## config.mk

```make
export PLATFORM = sky130hd
export DESIGN_NAME = sync_fifo_param
export DESIGN_NICKNAME = d
export VERILOG_FILES = /design/src/rtl/sync_fifo_param.sv
export SDC_FILE = /design/constraint.sdc
export NUM_CORES = 1
export LEC_CHECK = 0
export ABC_AREA = 1
export BUFFER_PORTS_ARGS = -buffer_cell sky130_fd_sc_hd__buf_2
export CAP_MARGIN = 20
export CORE_MARGIN = 5
export CORE_UTILIZATION = 55
export DETAILED_ROUTE_END_ITERATION = 7
export PLACE_DENSITY = 0.71
export SETUP_SLACK_MARGIN = 0.3
export SYNTH_ARGS = -nofsm -noshare
export SYNTH_HDL_FRONTEND = slang
export SYNTH_SLANG_ARGS = --single-unit
```

## constraint.sdc

```tcl
create_clock -name clk -period 2.1 [get_ports clk]
set_clock_uncertainty 0.15 [all_clocks]
set_input_delay 0.21 -clock clk [delete_from_list [all_inputs] [get_ports clk]]
set_output_delay 0.21 -clock clk [all_outputs]
set_load 0.02 [all_outputs]
```

## src/rtl/sync_fifo_param.sv

```systemverilog
// Parametrised single-clock FIFO with a registered read port: dout updates one cycle after rd is accepted.
// A full FIFO rejects writes unless a read is accepted on the same edge. SYNC_FIFO_ERR_FLAGS_EN adds sticky overflow/underflow ports.
module sync_fifo_param #(
  parameter int WIDTH     = 8,
  parameter int DEPTH     = 16,
  parameter int AF_THRESH = DEPTH - 2,
  parameter int AE_THRESH = 2
) (
  input  logic                       clk,
  input  logic                       rst,
  input  logic                       clr,
  input  logic                       wr,
  input  logic                       rd,
  input  logic [WIDTH-1:0]           din,
  output logic [WIDTH-1:0]           dout,
  output logic                       full,
  output logic                       empty,
  output logic                       almost_full,
  output logic                       almost_empty,
  output logic [$clog2(DEPTH+1)-1:0] count
`ifdef SYNC_FIFO_ERR_FLAGS_EN
  ,
  output logic                       overflow,
  output logic                       underflow
`endif
);

  localparam int CW = $clog2(DEPTH + 1);
  localparam int PW = $clog2(DEPTH);

  localparam logic [PW-1:0] LAST_PTR = PW'(DEPTH - 1);
  localparam logic [CW-1:0] FULL_CNT = CW'(DEPTH);
  localparam logic [CW-1:0] AF_CNT   = CW'(AF_THRESH);
  localparam logic [CW-1:0] AE_CNT   = CW'(AE_THRESH);

  logic [WIDTH-1:0] mem [DEPTH];
  logic [PW-1:0]    wr_ptr;
  logic [PW-1:0]    rd_ptr;
  logic             rd_acc;
  logic             wr_acc;

  // Explicit wrap so non-power-of-2 depths never index past the last entry.
  function automatic logic [PW-1:0] ptr_inc(input logic [PW-1:0] p);
    return (p == LAST_PTR) ? '0 : p + PW'(1);
  endfunction

  // Flush takes priority, so neither side is accepted during clr.
  assign rd_acc = rd & ~empty & ~clr;
  assign wr_acc = wr & (~full | rd_acc) & ~clr;

  assign full         = (count == FULL_CNT);
  assign empty        = (count == '0);
  assign almost_full  = (count >= AF_CNT);
  assign almost_empty = (count <= AE_CNT);

  always_ff @(posedge clk) begin
    if (wr_acc && !rst) begin
      mem[wr_ptr] <= din;
    end
  end

  always_ff @(posedge clk or posedge rst) begin
    if (rst) begin
      wr_ptr <= '0;
      rd_ptr <= '0;
      count  <= '0;
      dout   <= '0;
    end else if (clr) begin
      wr_ptr <= '0;
      rd_ptr <= '0;
      count  <= '0;
    end else begin
      if (wr_acc) begin
        wr_ptr <= ptr_inc(wr_ptr);
      end
      if (rd_acc) begin
        rd_ptr <= ptr_inc(rd_ptr);
        dout   <= mem[rd_ptr];
      end
      case ({wr_acc, rd_acc})
        2'b10:   count <= count + CW'(1);
        2'b01:   count <= count - CW'(1);
        default: count <= count;
      endcase
    end
  end

`ifdef SYNC_FIFO_ERR_FLAGS_EN
  always_ff @(posedge clk or posedge rst) begin
    if (rst) begin
      overflow  <= 1'b0;
      underflow <= 1'b0;
    end else if (clr) begin
      overflow  <= 1'b0;
      underflow <= 1'b0;
    end else begin
      if (wr && !wr_acc) begin
        overflow <= 1'b1;
      end
      if (rd && empty) begin
        underflow <= 1'b1;
      end
    end
  end
`endif

endmodule

```

==> results.txt, run 1 <==
Status: completed
Fin crit share: 0.940
Post-Route WL: 16,900 um
CP Class: flop to flop
WL per Instance: 21.9 um
PwrDens: 1150 mW/mm^2
Clk_lat worst skew: 0.42 ns
Worst-margin pin slew: 0.468 ns
ANT nets after route: 0
Most frequent cells in the layout: edfxtp_1 (128), nor2_1 (88), nand2_1 (61), o21ai_0 (46), o211ai_1 (32)
Share of post-route cells with drive strength above 1: 0.275
Crit path max fanout: 8
Router iterations before antenna repair: 5
Placed Area: 0.00681 sq mm
Initial drt markers: 570
Pwr Total: 9.23 mW
Required time worst endpoint: 2.08 ns
Clock root buffer: clkbuf_16
Port bufs: 29
Min Tclk post-route: 1.97 ns
CORE AREA: 0.0115 sq mm
CTS H-Tree Depth: 4
GRT Total Usage: 0.221
Rel. slew slack: 0.688
First-pass GRT wire length: 23,800 um
Ys Warns: 0
Initial Util: 0.565
Sequential-to-total area share from yosys stat: 0.674
Crit start category: flop
Synthesized Nets: 575
Total clock sinks: 149
Gr ovfl total: 0
Via density: 6.03
DRC errors left: 0
Mapped Cells: 553
Maxcap violations: 0
Initial antenna violation count: 0
Hpwl dp: 9000 um
Place WS: -0.00897 ns
Syn Area/Cell: 11.7 sq um
Number of distinct library cells after synthesis: 33
Worst min path class: input pin to asynchronous set/reset pin
Io pins: 30
VDD IR max: 0.675 mV
Syn Std Cell Area: 0.00648 sq mm
Commonest non-fill, non-tap cell in the layout: edfxtp_1
Final Hold Vio Count: 0
TritonCTS clock tree: done
CP endpoint kind: flop
Final Slew Violations: 0
Die area: 0.0141 sq mm
Pin count of the biggest net entering global routing: 68
Clock-pin slew on the worst setup and hold paths: 0.06 ns
FMAX: 506 MHz
Fin Hold WS: 0.0267 ns
Clk buf depth: 2
P_leak: 2.90 nW
Setup slack, reg-to-reg: 0.13 ns
Gp weighted congestion: 0.859
Final Instance Area: 0.00805 sq mm
Chip height: 119 um
Num CTS Buffers: 17
Vias in the first global route: 4,466
Final setup vio count: 0
Number of diodes: 0
Top-area cell type share of the netlist area: 0.593
Largest cells by area after synthesis: edfxtp_1 (59%), dfrtp_1 (8.1%), nor2_1 (6.2%), o21ai_0 (4.6%), nand2_1 (4.2%)
Final WS setup: 0.126 ns
RSZ-0062 raised after global routing: yes
CP Data Arrival Time: 1.96 ns
Vias after detailed routing: 4,652
Top cell type by total area after synthesis: edfxtp_1
Row count: 39
Flops & latches, synth: 149
Die extent in x: 119 um
Nets: 637
Fin Setup TNS: 0 ns
Area grow syn2layout: 24.3%
-- final timing paths --
kind / endpoint / cells past startpoint / startpoint
worst max register to register: mem[15][6] / 11 / count[2]
max in group asynchronous: rd_ptr[0] / 3 / rst
worst min-delay path: rd_ptr[3] / 3 / rst
worst min register to register: dout[4] / 2 / dout[4]
min in group clk: mem[3][0] / 1 / din[0]
worst max-delay path: mem[15][6] / 11 / count[2]
-- where the power goes --
| part | leakage (nW) | internal (mW) | switching [mW] |
|---|---|---|---|
| sequential | 1.42 | 3.34 | 0.0900 |
| combinational | 1.18 | 1.06 | 1.70 |
| clock | 0.293 | 1.86 | 1.17 |
-- cell type report --
cell class	instances	area [sq um]
Tap cell	143	179
Clock inverter	7	53.8
Inverter	23	115
Fill cell	742	3410
Timing Repair Buffer	69	663
Clock buffer	25	561
Multi-Input combinational cell	355	2110
Sequential cell	149	4380
-- cells in the mapped netlist, drive strengths merged --
master and count:
xor2 2, edfxtp 128, a21oi 3, buf 21, a31oi 3, o21bai 1
nand4 2, o21ai 73, ha 8, o22ai 3, nor2 120, o211ai 32
inv 19, clkinv 3, clkbuf 6, bufinv 1, nand3 30, o21a 1
dfrtp 21, nand2 75, fa 1
-- cell families (layout without fill, tap and decap cells) --
family                     after synthesis  in the layout  synth area share
and+or+nand+nor                        227            228             0.157
DFF                                    149            149             0.674
AOI/OAI and AO/OA                      116            116             0.104
buffers and inverters                   50            124            0.0434
adders and majority gates                9              9            0.0185
xor gates and xnor gates                 2              2           0.00270
-- critical path: stages, from the launching register on --
cell	delay [ns]
dfrtp_2	0.39
nor2_4	0.06
buf_4	0.13
nand3_2	0.08
inv_2	0.05
nand2_4	0.08
nand2_4	0.06
nor2_4	0.11
buf_12	0.14
nand2_8	0.12
nor2_4	0.19
buf_12	0.14
-- layer usage --
| layer | wire length, um | share of wire | track usage | vias up |
|---|---|---|---|---|
| met4 | 600 | 0.035 | 0.103 | 0 |
| met5 | 0 | 0 | 0 | - |
| li1 | - | - | - | 2086 |
| met3 | 1310 | 0.077 | 0.0444 | 48 |
| met2 | 8620 | 0.51 | 0.371 | 242 |
| met1 | 6390 | 0.38 | 0.276 | 2276 |
-- state kept, by name, summed over array words and instances (netlist names) --
name	flops
mem	128
wr_ptr	4
dout	8
count	5
rd_ptr	4
-- stage by stage --
step	utilization	instances
floorplan	-	553
global placement	0.594	711
detailed placement	0.594	711
CTS	0.669	758
global route	0.702	771
finish	0.702	771
-- what timing repair did --
item	4_1_cts	5_1_grt
setup buffers	13	4
gates resized for setup	18	60
hold endpoints to repair	1	0
gates cloned	1	9
setup endpoints to repair	130	147
pin swaps	13	33
hold buffers	1	0
(Power assumes the default switching activity.)
==> run 2: changes to the inputs <==
- BUFFER_PORTS_ARGS: -buffer_cell sky130_fd_sc_hd__buf_2 -> not set
- DONT_BUFFER_PORTS: not set -> 1
- PLACE_DENSITY: 0.71 -> 0.68
==> run 2 against run 1 <==
Utilization fell by 3.4 points. Routed wire length is 7.9% lower. Cell count is 2.7% lower. Clock power down 3%. Flip-flop and latch count stayed put. Design area down 4.9%. Sequential share of layout area grew 2.8 points. Non-clock buffer count shrank 22. First-iteration DRC count is 8.2% lower. Largest power group unchanged. Critical path type unchanged. Worst setup slack better by 0.066 ns. Register-to-register slack gained 0.07 ns. Maximum frequency grew 3.5%.
==> results.txt, run 2 (synthesis results as in run 1) <==
Status: completed
RSZ-0062 raised after global routing: yes
Worst R2R End: count[4]
Worst reg2reg path depth: 11
Die area: 0.0141 sq mm
Fin crit share: 0.909
FMAX: 524 MHz
CP Class: flop to flop
CP Depth: 11
Clock-pin slew on the worst setup and hold paths: 0.06 ns
Post-Route WL: 15,600 um
Crit path largest cell delay: 0.43 ns
Busiest layer in global routing: met2
Crit-path leading delay family: simple AND/OR/NAND/NOR gates
Required time worst endpoint: 2.27 ns
Fin Setup TNS: 0 ns
Clock root buffer: clkbuf_16
WL per Instance: 20.8 um
Hold depth: 4
Vias in the first global route: 4,399
Biggest register: mem
VDD IR max: 0.834 mV
Via density: 5.87
Chip height: 119 um
M1 GR Usage: 0.293
Router iterations before antenna repair: 5
Final setup vio count: 0
Cell Chain, Critical Path: nor2_4 > nand3_4 > nand4_4 > inv_4 > ha_4 > inv_2 > o21bai_1 > a31oi_2 > nand3_1 > nand3_1 > nand2_1
Final Slew Violations: 0
Inst Count DP: 690
CP endpoint kind: flop
Total clock sinks: 149
Crit Reg-Reg Startpoint: count[0]
Area grow syn2layout: 18.2%
PwrDens: 1100 mW/mm^2
Final Hold Vio Count: 0
Most used cell, CP: nand3_1
GRT met3 Usage: 0.0564
Worst min path class: input pin to flop
Min Tclk post-route: 1.91 ns
Worst path bufs/invs: 2
Pin count of the biggest net entering global routing: 68
Num CTS Buffers: 17
Crit start category: flop
Gp weighted congestion: 0.882
Rel. slew slack: 0.444
ANT nets after route: 0
TritonCTS clock tree: done
Share of post-route cells with drive strength above 1: 0.181
Max FFs per register: 128
Clk buf depth: 2
Post-Route Utilization: 0.668
Die extent in x: 119 um
Pwr Total: 8.45 mW
P_leak: 2.71 nW
Initial Util: 0.565
First-pass GRT wire length: 24,400 um
Crit path max fanout: 4
Hold Path End: wr_ptr[0]
Number of diodes: 0
Vias after detailed routing: 4,405
Gr ovfl total: 0
Maxcap violations: 0
Initial drt markers: 523
GRT Total Usage: 0.229
Final std cells w/o fill: 750
Leading registers by flop count: mem (128), dout (8), count (5)
Nets: 616
Row count: 39
Most frequent cells in the layout: edfxtp_1 (128), nor2_1 (101), nand2_1 (70), o21ai_0 (59), o211ai_1 (32)
Setup slack, reg-to-reg: 0.19 ns
Hpwl dp: 9740 um
Commonest non-fill, non-tap cell in the layout: edfxtp_1
Io pins: 30
Worst hold start: wr
CP Data Arrival Time: 2.08 ns
Clk_lat worst skew: 0.42 ns
GR Util met2: 0.383
Worst-margin pin slew: 0.831 ns
Fill count: 811
Slowest CP cell: dfrtp_2
Port bufs: 0
DRC errors left: 0
CTS H-Tree Depth: 4
Initial antenna violation count: 0
CORE AREA: 0.0115 sq mm
Fin Hold WS: 0.00544 ns
## run 2: changes by cell type in the layout (fill, tap and decap cells not counted), moves of 5 or more
| cell | delta |
|---|---|
| buf_2 | -27 |
| nand2_2 | -9 |
| clkinv_1 | +5 |
| nor2_4 | -11 |
| nand2_1 | +9 |
| dlygate4sd3_1 | +12 |
| buf_4 | +5 |
| o21ai_0 | +13 |
| nor2_1 | +13 |
| o21ai_1 | -12 |
| clkbuf_16 | -10 |
## run 2: how the worst max path moves through the flow
stage	end	startpoint	slack, ns
6_report	count[4]	count[0]	0.19
3_5_place_dp	count[4]	count[3]	0.04
2_1_floorplan	mem[12][0]	count[3]	0.15
4_1_cts	count[4]	count[2]	0.19
3_3_place_gp	mem[13][4]	count[4]	0.13
5_1_grt	count[4]	count[3]	0.09
## run 2: power by group
part           total [mW]  internal, mW  leakage (nW)  switching [mW]
logic                1.96         0.658          1.02            1.31
registers            3.53          3.34          1.42           0.189
clock network        2.95          1.84         0.274            1.11
total                8.45          5.84          2.71            2.61
## run 2: area by class of cell
cell class | instances | area [sq um] | share of cell area
Clock buffer | 19 | 433 | 0.0565
Inverter | 23 | 113 | 0.0147
Timing Repair inverter | 1 | 7.51 | 0.000980
Clock inverter | 13 | 139 | 0.0181
Timing Repair Buffer | 47 | 442 | 0.0577
Multi-Input combinational cell | 355 | 1970 | 0.257
Tap cell | 143 | 179 | 0.0234
Sequential cell | 149 | 4380 | 0.571
## run 2: worst register-to-register path, stage by stage (launching register included)
cell      delay [ns]
dfrtp_2         0.43
nor2_4          0.15
nand3_4         0.13
nand4_4         0.11
inv_4           0.06
ha_4            0.22
inv_2           0.06
o21bai_1        0.08
a31oi_2         0.18
nand3_1         0.10
nand3_1         0.09
nand2_1         0.05
## run 2: per-stage QoR
stage / setup slack (ns) / instance area (sq um)
2_1_floorplan: 0.150 / 6530
3_3_place_gp: 0.133 / 6710
3_5_place_dp: 0.0399 / 6710
4_1_cts: 0.187 / 7560
5_1_grt: 0.0935 / 7660
6_report: 0.192 / 7660
## run 2: per-layer routing
metal,part of all wire,wire length [um]
met2,0.52,8040
met5,0,0
met4,0.025,393
met1,0.40,6170
met3,0.063,978
## run 2: repair_timing
| item | CTS | global route |
|---|---|---|
| endpoints found under the hold margin | 162 | 6 |
| gates resized for setup | 13 | 14 |
| hold buffers | 11 | 2 |
| cloned | 1 | 1 |
| pin swaps | 7 | 4 |
| buffers inserted | 9 | 4 |
| setup endpoints to repair | 131 | 144 |
